[src/rtl/logic_gates.sv]
// logic_gates: registered bitwise two-input gate unit with a valid flag
module logic_gates #(
  parameter int WIDTH = 1
) (
  input  logic             iClk,
  input  logic             iRst_n,
  input  logic [WIDTH-1:0] iA,
  input  logic [WIDTH-1:0] iB,
  output logic [WIDTH-1:0] oAnd,
  output logic [WIDTH-1:0] oOr,
  output logic [WIDTH-1:0] oNot,
  output logic [WIDTH-1:0] oXor,
  output logic [WIDTH-1:0] oNand,
  output logic [WIDTH-1:0] oNor,
  output logic [WIDTH-1:0] oXnor,
  output logic             oValid
);
  // every result is flopped straight from the operands; reset clears all, inverted gates included
  always_ff @(posedge iClk or negedge iRst_n)
    if (!iRst_n) begin
      oAnd   <= '0;
      oOr    <= '0;
      oNot   <= '0;
      oXor   <= '0;
      oNand  <= '0;
      oNor   <= '0;
      oXnor  <= '0;
      oValid <= 1'b0;
    end else begin
      oAnd   <= iA & iB;
      oOr    <= iA | iB;
      oNot   <= ~iA;
      oXor   <= iA ^ iB;
      oNand  <= ~(iA & iB);
      oNor   <= ~(iA | iB);
      oXnor  <= ~(iA ^ iB);
      oValid <= 1'b1;
    end
endmodule

[config.mk]
export PLATFORM = sky130hd
export DESIGN_NAME = logic_gates
export DESIGN_NICKNAME = d
export VERILOG_FILES = /design/src/rtl/logic_gates.sv
export SDC_FILE = /design/constraint.sdc
export NUM_CORES = 1
export LEC_CHECK = 0
export ABC_AREA = 1
export CAP_MARGIN = 20
export CORE_AREA = 2 2 39 41
export DETAILED_ROUTE_END_ITERATION = 6
export DIE_AREA = 0 0 41 43
export HOLD_SLACK_MARGIN = 0.15
export MAX_ROUTING_LAYER = met4
export PLACE_DENSITY = 0.51
export SLEW_MARGIN = 15
export SYNTH_ARGS = -nofsm -noshare
export SYNTH_HDL_FRONTEND = slang
export SYNTH_SLANG_ARGS = --single-unit
export TNS_END_PERCENT = 30
[constraint.sdc]
create_clock -name iClk -period 0.8 [get_ports iClk]
set_input_delay 0.2 -clock iClk [delete_from_list [all_inputs] [get_ports iClk]]
set_output_delay 0.2 -clock iClk [all_outputs]
set_load 0.02 [all_outputs]
==> metrics <==
Tcrit/Tclk final 1.18; DIE HEIGHT 43 um; Vias/cell 3.18; netlist area before placement 273 um2; Crit Path Max Fanout 1; worst endpoint required time 0.60 ns; Synth Warn # 0; crit-path cells buf_6; Area Overhead vs Synth 61.9%; CTS clk-pin slew, worst paths 0.05 ns; CP Launch Type flop; row cnt 14; RSZ-0062 raised after global routing yes; Ant. Diodes 0; CP max stage cell dfrtp_1; fin area 442 um2; worst setup margin -0.142 ns; routed wire length 373 um; hold-fix buffers at CTS 0; fin crit period 0.942 ns; crit end category primary output; GP Congestion 0.614; pre-CTS setup slack -0.408 ns; static leakage 0.000228 uW; GRT Total Usage 0.0647; maximum number of pins on one net before global-route repair 9; sequential cell area fraction in the yosys report 0.734; Max rail drop VDD 0.491 mV; failing checks setup timing; Hold Slack 0.218 ns; Die ar. 0.00176 mm2; CTS Root Cell clkbuf_4; initial antenna violation count 0; Sequential cell area 200 um2; synthesized area per cell 15.2 um2; Placed Area 418 um2; CTS tree done; first-pass GRT wire length 614 um; number of hold violations in the final report 0; Slowest Stage Delay on Critical Path 0.37 ns; CP top delay family flip-flops; die width 41 um; Slew Limit Fails 0; Yosys reg bits 8; WS Path Type reg -> out; status finished, violations left; drt drc 0; CP arrival 0.74 ns; DR WL/cell 7.46 um; maximum clock frequency 1.06 GHz; TritonCTS sink count 8; leading cell type in the layout, fill and taps excluded dfrtp_1; vias in the first global route 166; Buffers on Ports 11; post-detailed-placement half-perimeter wirelength 300 um; area taken by multi-input logic gates 66.3 um2; Final Setup Violations 8; via count 159; share of post-route cells with drive strength above 1 0.471; Buf/Inv on CP 1; Iter 0 DRT Violations 0; Post-DRT Antenna Nets 0; total grt overflow 0; TritonRoute pass-1 iters 1; cells after synthesis 18; io pins 12; post-synthesis net count 26; Core Region 0.00138 mm2; nets 44; cell area power density 1940 mW/mm2; CTS Buffer Depth 2; H-tree depth 1; post-synthesis cell type count 4; Max-Cap Viols 0; Hold WC Path Type in -> async; total negative slack -1.11 ns; FILL cells 144; total CTS buffers 3; starting density of the core 0.197; most frequent cells in the layout 8 x dfrtp_1, 5 x buf_6
where the power goes:
part	internal, uW	switching, uW	leakage (uW)
Combinational	64.6	69.2	0.000122
Clock	170	111	0.0000138
Sequential	431	9.48	0.0000929
per-stage QoR:
stage	power, uW	util	cells
CTS	869	0.315	50
floorplan	493	-	18
detailed placement	580	0.302	47
finish	856	0.319	50
global route	932	0.319	50
global placement	578	0.302	47
cells by family after synthesis:
group | synth area share
fa+ha+maj | 0.183
flops | 0.734
other cells | 0.0137
buf+inv | 0.0688
cell type report:
class | instances | area share
multi-input cells | 5 | 0.150
flip-flops and latches | 8 | 0.453
clock buffers | 3 | 0.0510
repair buffers | 13 | 0.258
inverters | 5 | 0.0425
well taps | 16 | 0.0453
worst paths after layout:
path                       startpoint      to  slack, ns  depth (start not counted)
worst max-delay path           oValid  oValid      -0.14                          1
worst min-delay path           iRst_n    oAnd       0.22                          1
max in group asynchronous      iRst_n    oNor       0.34                          1
min in group iClk                  iA    oNot       0.30                          2
metal layers:
layer,part of all wire,vias up,global-route usage
li1,-,80,-
met1,0.41,67,0.0570
met2,0.42,12,0.0656
met3,0.17,0,0.0471
met4,0,0,0.100
met5,0,-,-
synthesized netlist by cell type:
library cell / count / share of area
conb_1: 1 / 0.014
dfrtp_1: 8 / 0.73
ha_1: 4 / 0.18
inv_1: 5 / 0.069
sequential cells by signal, summed over array words and instances, names as in the netlist:
name    cells
oXnor       1
oAnd        1
oOr         1
oNand       1
oNor        1
oValid      1
oXor        1
oNot        1
repair_timing:
action                     4_1_cts  5_1_grt
gates resized for setup         45        2
setup buffers                    0        0
pin swaps                        1        0
setup endpoints to repair       13        8
No activity file was read; power rests on OpenSTA's default activity.
